### config.mk
export PLATFORM = sky130hd
export DESIGN_NAME = multicycle_ctrl
export DESIGN_NICKNAME = d
export VERILOG_FILES = /design/src/rtl/riscv_ctrl_pkg.sv /design/src/rtl/alu_decode.sv /design/src/rtl/multicycle_ctrl.sv
export SDC_FILE = /design/constraint.sdc
export NUM_CORES = 1
export LEC_CHECK = 0
export ABC_AREA = 1
export BUFFER_PORTS_ARGS = -buffer_cell sky130_fd_sc_hd__buf_2
export CORE_AREA = 2 2 78 80
export DETAILED_ROUTE_END_ITERATION = 8
export DIE_AREA = 0 0 80 82
export PLACE_DENSITY = 0.62
export SYNTH_ARGS = -nofsm -noshare
export SYNTH_HDL_FRONTEND = slang
export SYNTH_SLANG_ARGS = --single-unit
### constraint.sdc
create_clock -name clk -period 1.4 [get_ports clk]
set_clock_uncertainty 0.15 [all_clocks]
set_input_delay 0.07 -clock clk [delete_from_list [all_inputs] [get_ports clk]]
set_output_delay 0.07 -clock clk [all_outputs]
set_load 0.02 [all_outputs]
### src/rtl/riscv_ctrl_pkg.sv
// Shared control encodings for the RV32I multi-cycle sequencer and single-cycle decoder.
// Holds the state enum, opcode constants and the ALU/immediate/PC/writeback select codes.
package riscv_ctrl_pkg;

    typedef enum logic [2:0] {
        S_FETCH     = 3'd0,
        S_DECODE    = 3'd1,
        S_EXECUTE   = 3'd2,
        S_MEMORY    = 3'd3,
        S_WRITEBACK = 3'd4,
        S_HALT      = 3'd7
    } state_t;

    typedef enum logic [2:0] {
        C_R, C_IMM, C_LOAD, C_STORE, C_BRANCH, C_JAL, C_LUI, C_NONE
    } iclass_t;

    localparam logic [6:0] OP_R      = 7'b0110011;
    localparam logic [6:0] OP_IMM    = 7'b0010011;
    localparam logic [6:0] OP_LOAD   = 7'b0000011;
    localparam logic [6:0] OP_STORE  = 7'b0100011;
    localparam logic [6:0] OP_BRANCH = 7'b1100011;
    localparam logic [6:0] OP_JAL    = 7'b1101111;
    localparam logic [6:0] OP_LUI    = 7'b0110111;

    localparam logic [3:0] ALU_AND  = 4'b0000;
    localparam logic [3:0] ALU_OR   = 4'b0001;
    localparam logic [3:0] ALU_ADD  = 4'b0010;
    localparam logic [3:0] ALU_SLL  = 4'b0011;
    localparam logic [3:0] ALU_SUB  = 4'b0100;
    localparam logic [3:0] ALU_SRL  = 4'b0101;
    localparam logic [3:0] ALU_SLT  = 4'b0110;
    localparam logic [3:0] ALU_XOR  = 4'b0111;
    localparam logic [3:0] ALU_SLTU = 4'b1001;
    localparam logic [3:0] ALU_SRA  = 4'b1101;

    localparam logic [2:0] IMM_I = 3'd0;
    localparam logic [2:0] IMM_S = 3'd1;
    localparam logic [2:0] IMM_B = 3'd2;
    localparam logic [2:0] IMM_U = 3'd3;
    localparam logic [2:0] IMM_J = 3'd4;

    localparam logic [1:0] PC_PLUS4  = 2'd0;
    localparam logic [1:0] PC_TARGET = 2'd1;
    localparam logic [1:0] PC_HOLD   = 2'd2;

    localparam logic [1:0] RD_ALU  = 2'd0;
    localparam logic [1:0] RD_DMEM = 2'd1;
    localparam logic [1:0] RD_PC4  = 2'd2;

    // Decode fields captured in DECODE and held until the next FETCH.
    typedef struct packed {
        iclass_t    cls;
        logic [3:0] alu_op;
        logic       alu_a_src;
        logic       alu_b_src;
        logic [2:0] imm_src;
        logic [1:0] ru_data_src;
        logic [2:0] funct3;
    } dec_t;

endpackage

### src/rtl/alu_decode.sv
// Combinational opcode/funct3/funct7 to ALU operation decode.
// Flags unsupported opcodes and funct7 values that do not name an operation.
module alu_decode
    import riscv_ctrl_pkg::*;
(
    input  logic [6:0] opcode,
    input  logic [2:0] funct3,
    input  logic [6:0] funct7,
    output logic [3:0] alu_op,
    output logic       illegal
);

    logic is_r;
    assign is_r = (opcode == OP_R);

    always_comb begin
        alu_op  = ALU_ADD;
        illegal = 1'b0;
        case (opcode)
            OP_R, OP_IMM: begin
                case (funct3)
                    3'd0: begin
                        // Immediate form has no SUB; funct7 there is immediate bits.
                        if (!is_r || funct7 == 7'd0) alu_op = ALU_ADD;
                        else if (funct7 == 7'd32)    alu_op = ALU_SUB;
                        else                         illegal = 1'b1;
                    end
                    3'd1: begin
                        alu_op = ALU_SLL;
                        if (funct7 != 7'd0) illegal = 1'b1;
                    end
                    3'd5: begin
                        if (funct7 == 7'd0)       alu_op = ALU_SRL;
                        else if (funct7 == 7'd32) alu_op = ALU_SRA;
                        else                      illegal = 1'b1;
                    end
                    default: begin
                        case (funct3)
                            3'd2:    alu_op = ALU_SLT;
                            3'd3:    alu_op = ALU_SLTU;
                            3'd4:    alu_op = ALU_XOR;
                            3'd6:    alu_op = ALU_OR;
                            default: alu_op = ALU_AND;
                        endcase
                        if (is_r && funct7 != 7'd0) illegal = 1'b1;
                    end
                endcase
            end
            OP_LOAD, OP_STORE, OP_JAL, OP_LUI: alu_op = ALU_ADD;
            OP_BRANCH:                         alu_op = ALU_SUB;
            default:                           illegal = 1'b1;
        endcase
    end

endmodule

### src/rtl/multicycle_ctrl.sv
// Multi-cycle RV32I sequencer: FETCH/DECODE/EXECUTE/MEMORY/WRITEBACK with memory handshakes.
// A wait counter halts the core with a sticky bus_error if a memory never answers.
module multicycle_ctrl
    import riscv_ctrl_pkg::*;
#(
    parameter int WAIT_LIMIT = 15,
    parameter int CNT_W      = 4
) (
    input  logic       clk,
    input  logic       rst_n,
    input  logic [6:0] opcode,
    input  logic [2:0] funct3,
    input  logic [6:0] funct7,
    input  logic       br_taken,
    input  logic       imem_ready,
    input  logic       dmem_ready,
    output logic       imem_req,
    output logic       ir_we,
    output logic       pc_we,
    output logic [1:0] pc_src,
    output logic [3:0] alu_op,
    output logic       alu_a_src,
    output logic       alu_b_src,
    output logic [2:0] imm_src,
    output logic       ru_wr,
    output logic [1:0] ru_data_src,
    output logic       dmem_req,
    output logic       dmem_we,
    output logic [2:0] dm_ctrl,
    output logic       illegal_instr,
    output logic       bus_error,
    output logic       retire,
    output logic [2:0] state_o
);

    state_t           state, state_nx;
    dec_t             dec_q, dec_d;
    logic [CNT_W-1:0] wait_cnt;
    logic             berr_q;
    logic [3:0]       dec_alu_op;
    logic             dec_illegal;
    logic             wait_phase, ready_now, timeout;

    alu_decode u_alu_decode (
        .opcode  (opcode),
        .funct3  (funct3),
        .funct7  (funct7),
        .alu_op  (dec_alu_op),
        .illegal (dec_illegal)
    );

    always_comb begin
        dec_d        = '0;
        dec_d.cls    = C_NONE;
        dec_d.alu_op = dec_alu_op;
        dec_d.funct3 = funct3;
        case (opcode)
            OP_R:      dec_d.cls = C_R;
            OP_IMM:    begin dec_d.cls = C_IMM;   dec_d.alu_b_src = 1'b1; dec_d.imm_src = IMM_I; end
            OP_LOAD:   begin dec_d.cls = C_LOAD;  dec_d.alu_b_src = 1'b1; dec_d.imm_src = IMM_I;
                             dec_d.ru_data_src = RD_DMEM; end
            OP_STORE:  begin dec_d.cls = C_STORE; dec_d.alu_b_src = 1'b1; dec_d.imm_src = IMM_S; end
            OP_BRANCH: begin dec_d.cls = C_BRANCH; dec_d.imm_src = IMM_B; end
            OP_JAL:    begin dec_d.cls = C_JAL;   dec_d.alu_a_src = 1'b1; dec_d.alu_b_src = 1'b1;
                             dec_d.imm_src = IMM_J; dec_d.ru_data_src = RD_PC4; end
            OP_LUI:    begin dec_d.cls = C_LUI;   dec_d.alu_b_src = 1'b1; dec_d.imm_src = IMM_U; end
            default:   dec_d.cls = C_NONE;
        endcase
    end

    // A ready arriving on the limit cycle still completes the access.
    assign wait_phase = (state == S_FETCH) || (state == S_MEMORY);
    assign ready_now  = (state == S_FETCH) ? imem_ready : dmem_ready;
    assign timeout    = wait_phase && !ready_now && (wait_cnt == CNT_W'(WAIT_LIMIT));

    always_ff @(posedge clk or negedge rst_n) begin
        if (!rst_n) begin
            state    <= S_FETCH;
            dec_q    <= '0;
            wait_cnt <= '0;
            berr_q   <= 1'b0;
        end else begin
            state <= state_nx;
            if (state == S_DECODE) dec_q <= dec_d;
            if (wait_phase && !ready_now && !timeout) wait_cnt <= wait_cnt + 1'b1;
            else                                      wait_cnt <= '0;
            if (timeout) berr_q <= 1'b1;
        end
    end

    always_comb begin
        state_nx      = state;
        imem_req      = 1'b0;
        ir_we         = 1'b0;
        pc_we         = 1'b0;
        pc_src        = PC_HOLD;
        alu_op        = ALU_AND;
        alu_a_src     = 1'b0;
        alu_b_src     = 1'b0;
        imm_src       = IMM_I;
        ru_wr         = 1'b0;
        ru_data_src   = RD_ALU;
        dmem_req      = 1'b0;
        dmem_we       = 1'b0;
        dm_ctrl       = 3'd0;
        illegal_instr = 1'b0;
        retire        = 1'b0;
        if (rst_n) begin
            if (state == S_EXECUTE || state == S_MEMORY || state == S_WRITEBACK) begin
                alu_op    = dec_q.alu_op;
                alu_a_src = dec_q.alu_a_src;
                alu_b_src = dec_q.alu_b_src;
                imm_src   = dec_q.imm_src;
            end
            case (state)
                S_FETCH: begin
                    imem_req = 1'b1;
                    if (imem_ready) begin
                        ir_we    = 1'b1;
                        pc_we    = 1'b1;
                        pc_src   = PC_PLUS4;
                        state_nx = S_DECODE;
                    end else if (timeout) begin
                        state_nx = S_HALT;
                    end
                end
                S_DECODE: begin
                    if (dec_illegal) begin
                        illegal_instr = 1'b1;
                        state_nx      = S_FETCH;
                    end else begin
                        state_nx = S_EXECUTE;
                    end
                end
                S_EXECUTE: begin
                    case (dec_q.cls)
                        C_R, C_IMM, C_LUI: state_nx = S_WRITEBACK;
                        C_LOAD, C_STORE:   state_nx = S_MEMORY;
                        C_BRANCH: begin
                            pc_we    = br_taken;
                            pc_src   = PC_TARGET;
                            retire   = 1'b1;
                            state_nx = S_FETCH;
                        end
                        C_JAL: begin
                            pc_we    = 1'b1;
                            pc_src   = PC_TARGET;
                            state_nx = S_WRITEBACK;
                        end
                        default: state_nx = S_FETCH;
                    endcase
                end
                S_MEMORY: begin
                    dmem_req = 1'b1;
                    dmem_we  = (dec_q.cls == C_STORE);
                    dm_ctrl  = dec_q.funct3;
                    if (dmem_ready) begin
                        if (dec_q.cls == C_STORE) begin
                            retire   = 1'b1;
                            state_nx = S_FETCH;
                        end else begin
                            state_nx = S_WRITEBACK;
                        end
                    end else if (timeout) begin
                        state_nx = S_HALT;
                    end
                end
                S_WRITEBACK: begin
                    ru_wr       = 1'b1;
                    retire      = 1'b1;
                    ru_data_src = dec_q.ru_data_src;
                    state_nx    = S_FETCH;
                end
                S_HALT:  state_nx = S_HALT;
                default: state_nx = S_FETCH;
            endcase
        end
    end

    assign bus_error = berr_q;
    assign state_o   = state;

endmodule

== After elaboration in Yosys (flattened, before gate mapping) ==
Cells that the tools add are included.
Word-level totals
  memory bits (writable): 0
  bits in latches: 0
  register bits after elaboration: 25
  memory bits (read-only): 0
  output and inout port bits: 28
  input port bits: 22
  memories: 0
  word-level logic and storage cells: 125
Operators by class
  reduce and logical (&&, ||, !) cells: 22
  add/subtract/negate cells: 1
  equal/unequal tests: 26
  order comparisons: 0
  bitwise gates (word level): 0
  divide/modulo/power cells: 0
  multiply operators: 0
  muxes and demuxes: 66
  shift-type cells: 0
Operators with widths (number)
  $mux 1: 31
  $eq 7x6->1 const B: 4
  $mux 3: 9
  $eq 3x3->1 const B: 8
  $mux 4: 6
  $pmux 3 s7: 1
  $eq 3x2->1 const B: 6
  $pmux 4 s4: 1
  $pmux 3 s5: 1
  $eq 7x7->1 const B: 2
  $mux 2: 6
  $pmux 3 s4: 1
  $pmux 4 s3: 1
  $reduce_or 5->1: 2
  $eq 3x1->1 const B: 3
  $logic_not 3->1: 3
  $pmux 2 s2: 2
  $pmux 4 s2: 1
  $eq 7x2->1 const B: 1
  $eq 7x5->1 const B: 1
  $logic_not 7->1: 1
  $reduce_bool 7->1: 1
  $pmux 1 s2: 3
  $pmux 1 s3: 2
  8 further kinds: 18

== Longest topological paths before layout ==
  depth in word-level cells: 9
  mapped depth: 13
  depth with buffers taken out: 13

== Modules after synthesis ==
From an unflattened synthesis, not the netlist that was laid out.
Second synthesis, totals
  cell total of the unflattened synthesis: 280
  area total of the unflattened synthesis: 1770.4 um2
Modules (own cells, without submodules)
  multicycle_ctrl: seq. area each 575.6 um2, cells an instance 210, area each 1462.7 um2, times used 1
  alu_decode: seq. area each 0.0 um2, cells an instance 70, area each 307.8 um2, times used 1

== Worst setup path before layout ==
OpenSTA, ideal clock, no wires.
  kind: flip-flop to output port
  start: register state[1], in the netlist state_o[1]
  end: output port illegal_instr
  required time: 1180 ps
  slack: -309 ps
  cell stages (with the launch flop): 6
  buffers on the path: 2
  data arrival time: 1489 ps
  cell sequence: dfrtp_1 buf_6 nor3_4 buf_4 nand2_1 a21oi_1
Between the ends
  word-level cells in the longest chain between the ends: 3
Ends and longest elaborated chain
  start, declared: line multicycle_ctrl.sv:36  | state_t state, state_nx;
  start signal, assigned: line multicycle_ctrl.sv:83  | state <= state_nx;
  $eq 3x1->1: line multicycle_ctrl.sv:115  | case (state)
  $mux 1: line multicycle_ctrl.sv:115
  $mux 1: line multicycle_ctrl.sv:108  | if (rst_n) begin
  end, declared: line multicycle_ctrl.sv:30  | output logic illegal_instr,
No other way between the ends.

== Worst setup path in the final report ==
  start: register state[1], in the netlist state_o[1]
  end: output port imm_src[2]
Between the ends
  word-level cells in the longest chain between the ends: 5
  elaborated cells between the ends (all ways): 7
  those cells by class: 3 x eq/ne; 2 x mux; 2 x reduce/logical
Ends and longest elaborated chain
  $eq 3x2->1: line multicycle_ctrl.sv:109  | if (state == S_EXECUTE || state == S_MEMORY || state == S_WRITEBACK) begin
  $logic_or 1x1->1: line multicycle_ctrl.sv:109
  $logic_or 1x1->1 (*): line multicycle_ctrl.sv:109
  $mux 3 (*): line multicycle_ctrl.sv:109
  $mux 3 (*): line multicycle_ctrl.sv:108
  end, declared: line multicycle_ctrl.sv:24  | output logic [2:0] imm_src,
Mark *: on every way between the ends. The rest lies on a longest branch, timed or not.

==> parameters.txt <==
Parameter                              Value

Route
  Number of violations reported at the end of detailed-routing iteration 0 ... 62
  Highest Signal Layer ... met4
  Length of routed wiring on met1 ... 2.15 mm
  Wire length on met3 ... 266 um
  Total number of vias ... 2017
  Routed via count divided by cell count ... 4.51
  Pre-antenna DRT Iters ... 4
  Routed wire per std cell ... 11.5 um
  Number of antenna-violating nets in the routed design ... 0
  Drt drc ... 0
  Overall routed net length ... 5.12 mm
  Met2 wire length ... 2.62 mm

Timing
  Top achievable clock speed ... 0.573 GHz
  Crit share post-route ... 125%
  Hold Slack ... 0.0218 ns
  Number of setup violations in the final report ... 48
  Slew margin rel. ... 64.9%
  Setup repair after global routing missed its margin ... yes
  Number of pins with negative max-slew slack in the final report ... 0
  Final count of hold timing violations ... 0
  Final period demand of the worst path ... 1.74 ns
  Slew at the pin closest to its max-slew limit ... 0.525 ns
  Final worst slack ... -0.344 ns

Finish
  Final design instance area without fill ... 3120 um^2
  Number of diodes added for antenna fixing ... 0
  Post-layout nets ... 396
  Area occupied by multi-input gates ... 1190 um^2
  Share of layout cells above drive strength 1 ... 54.6%
  Reg area ... 604 um^2
  Number of filler cells placed in the layout ... 549
  Layout area overhead ... 85.2%
  Fraction of the core area covered by cells at the end of the flow ... 54.4%

Placement
  DP HPWL ... 3.79 mm
  Worst slack, placed ... -0.111 ns
  I/O Buffers ... 49
  Global placer's final weighted congestion ... 0.850
  Total placed instance area ... 2520 um^2

Clock tree
  Clock input transition at the sequential cells of the worst setup and hold paths ... 0.09 ns
  CTS tree ... done
  H-Tree Depth ... 1
  Clk buf depth ... 2
  Clock Sink Count ... 24
  Number of buffers created by CTS ... 3
  Clk root buf ... sky130_fd_sc_hd__clkbuf_8
  Insertion delay to the later sink of the worst-skew pair ... 0.27 ns

Yosys
  Register bit total from synthesis ... 24
  Cell count after synthesis ... 255
  Fraction of synthesized cell area taken by the top area cell type ... 35.6%
  Synthesized Nets ... 278
  Primary FF master, synth ... sky130_fd_sc_hd__dfrtp_1
  Proportion of synthesized chip area in sequential cells ... 35.6%
  Yosys warns ... 0
  Number of synthesized flops with an enable pin ... 0
  Most common cell in the netlist ... sky130_fd_sc_hd__nand2_1
  Leading cell types by count after synthesis ... sky130_fd_sc_hd__nand2_1, sky130_fd_sc_hd__nor2_1, sky130_fd_sc_hd__inv_1
  Cell area after synthesis ... 1690 um^2
  Dominant cell type by area after synthesis ... sky130_fd_sc_hd__dfrtp_1
  Post-synth ARST share ... 100%
  Largest cells by area after synthesis ... sky130_fd_sc_hd__dfrtp_1, sky130_fd_sc_hd__nand2_1, sky130_fd_sc_hd__nor2_1
  Average footprint of a synthesized cell ... 6.61 um^2
  Count of different cell masters after synthesis ... 31

Die
  Die span in y ... 82 um
  Initial core utilization ... 29.4%
  I/O pin cnt ... 50
  Area inside the core boundary ... 5750 um^2
  Chip Width ... 80 um
  Floorplan die area ... 6560 um^2
  Count of standard-cell rows ... 28

Power and ir drop
  Sequential power share ... 34.8%
  Power share of the clock group ... 25.3%
  Leakage Power ... 1.57 nW
  Switching power of the nets ... 0.000783 W
  Internal power ... 0.00162 W
  Proportion of total power due to net switching ... 32.6%
  VDD IR-drop max ... 0.490 mV
  Areal power density over the cells ... 770 nW/um^2
  Part of the power in combinational logic ... 39.8%
  Total Power Consumption ... 0.00240 W

Global route
  Overall track demand over capacity in global routing ... 15.7%
  Global-route wire length before repair ... 8.19 mm
  Antenna violations before repair ... 0
  Vias in the first global route ... 1914
  Pin count of the biggest net entering global routing ... 17
  Aggregate global routing overflow ... 0

Outcome
  Failing checks ... negative setup slack
  Result of the run ... finished with violations

Critical path
  Critical Path Fanout Max ... 9
  Worst stage delay on the critical path ... 0.45 ns
  Worst-path cell chain ... nor3_2 -> inv_2 -> nor2_4 -> a31oi_4 -> buf_12 -> nor2_2 -> buf_6
  Crit path buf inv count ... 3
  Critical path launch point type ... flip-flop
  Cell with the biggest individual delay on the critical path ... sky130_fd_sc_hd__dfrtp_2
  Kind of critical path ... reg2out
  CP endpoint kind ... primary output
  Required time at the worst-slack endpoint ... 1.18 ns
  Data arrival time at the worst-slack endpoint ... 1.52 ns
  Number of cell instances on the worst register-to-register path ... 9
  Family with the most delay on the worst path ... flip-flops
  Logic depth of the worst setup path including buffers ... 7

Min path
  Hold Path Class ... in2reg
  Hold path cells ... 4

Run
  Max cap viols ... 0
==> final timing paths <==
check | start | end | slack, ns
worst min register to register | bus_error | bus_error | 0.32
max in group asynchronous | rst_n | state_o[0] | 0.08
worst min-delay path | opcode[6] | dec_q[11] | 0.02
worst max-delay path | state_o[1] | imm_src[2] | -0.34
min in group asynchronous | rst_n | dec_q[11] | 0.48
worst max register to register | state_o[2] | dec_q[14] | -0.24
==> routing by layer <==
layer,track usage (%),vias up
li1,-,1039
met1,19.2,917
met2,27.3,54
met3,2.64,7
met4,6.95,0
met5,0,-
==> layout make-up <==
class                           instances  share of cell area, %
Clock buffer                            3                   1.32
Multi-Input combinational cell        181                   38.0
Inverter                               45                   5.81
Clock inverter                          1                  0.962
Tap cell                               75                   3.00
Timing Repair Buffer                  118                   31.6
Sequential cell                        24                   19.4
==> flip-flops by register name, summed over array words and instances, names as in the netlist <==
signal,flops
wait_cnt,4
bus_error,1
state_o,3
dec_q,16
==> timing repair <==
item | in CTS | in global routing
endpoints found under the setup margin | 42 | 49
hold endpoints to repair | 27 | 24
gates resized for setup | 71 | 59
buffers inserted | 7 | 4
pin swaps | 11 | 12
hold buffers | 4 | 3
==> stage by stage <==
| step | cells | TNS (ns) |
|---|---|---|
| final | 447 | -10.04 |
| after global routing | 447 | -14.43 |
| after CTS | 442 | -9.74 |
| after detailed placement | 428 | -1.94 |
| after global placement | 428 | -1.80 |
| after floorplan | 255 | -3.12 |
==> cells in the final DEF, fill, tap and decap left out, types with 2 or more instances in the layout <==
master / synthesis / layout
sky130_fd_sc_hd__a21oi_2: 0 / 4
sky130_fd_sc_hd__inv_1: 39 / 33
sky130_fd_sc_hd__nand2_4: 0 / 5
sky130_fd_sc_hd__a21oi_1: 9 / 5
sky130_fd_sc_hd__nand3_1: 16 / 10
sky130_fd_sc_hd__buf_2: 0 / 24
sky130_fd_sc_hd__nor3_2: 2 / 3
sky130_fd_sc_hd__a31oi_1: 4 / 3
sky130_fd_sc_hd__inv_4: 1 / 2
sky130_fd_sc_hd__o21ai_1: 6 / 8
sky130_fd_sc_hd__buf_4: 2 / 52
sky130_fd_sc_hd__o21ai_2: 0 / 6
sky130_fd_sc_hd__nor2_2: 3 / 14
sky130_fd_sc_hd__o21ai_0: 10 / 2
sky130_fd_sc_hd__buf_6: 2 / 34
sky130_fd_sc_hd__dlygate4sd3_1: 0 / 6
sky130_fd_sc_hd__nor3_4: 2 / 4
sky130_fd_sc_hd__nand4_1: 4 / 4
sky130_fd_sc_hd__clkbuf_8: 0 / 3
sky130_fd_sc_hd__dfrtp_2: 0 / 3
sky130_fd_sc_hd__nor2_1: 44 / 20
sky130_fd_sc_hd__nand2_1: 60 / 48
sky130_fd_sc_hd__nor2_4: 1 / 14
sky130_fd_sc_hd__nand3_2: 0 / 6
sky130_fd_sc_hd__nor3_1: 5 / 2
sky130_fd_sc_hd__inv_2: 5 / 9
sky130_fd_sc_hd__nand2_2: 5 / 12
sky130_fd_sc_hd__dfrtp_1: 24 / 21
==> power groups by stage <==
stage	combinational [W]	clock [W]	sequential, W
5_1_grt	0.00105	0.000651	0.000850
2_1_floorplan	0.000379	0	0.000844
3_5_place_dp	0.000686	0	0.000844
4_1_cts	0.000816	0.000628	0.000830
3_3_place_gp	0.000681	0	0.000842
6_report	0.000958	0.000609	0.000837
==> worst register-to-register path: stages (launching register included) <==
cell                      delay, ns
sky130_fd_sc_hd__dfrtp_2       0.45
sky130_fd_sc_hd__buf_6         0.13
sky130_fd_sc_hd__nor3_4        0.21
sky130_fd_sc_hd__buf_4         0.15
sky130_fd_sc_hd__buf_6         0.12
sky130_fd_sc_hd__nand2_4       0.07
sky130_fd_sc_hd__inv_4         0.07
sky130_fd_sc_hd__nand3_2       0.05
sky130_fd_sc_hd__o21ai_1       0.07
sky130_fd_sc_hd__o21ai_1       0.07
==> cell families (layout without fill, tap and decap cells) <==
| kind of cell | Yosys count | in the layout | share of synthesized area (%) |
|---|---|---|---|
| compound gates | 35 | 35 | 12.0 |
| xor+xnor | 2 | 2 | 1.04 |
| fa+ha+maj | 1 | 1 | 0.742 |
| buf+inv | 50 | 167 | 12.6 |
| flops | 24 | 24 | 35.6 |
| simple gates | 143 | 143 | 38.0 |
No activity file was read; power rests on OpenSTA's default activity.
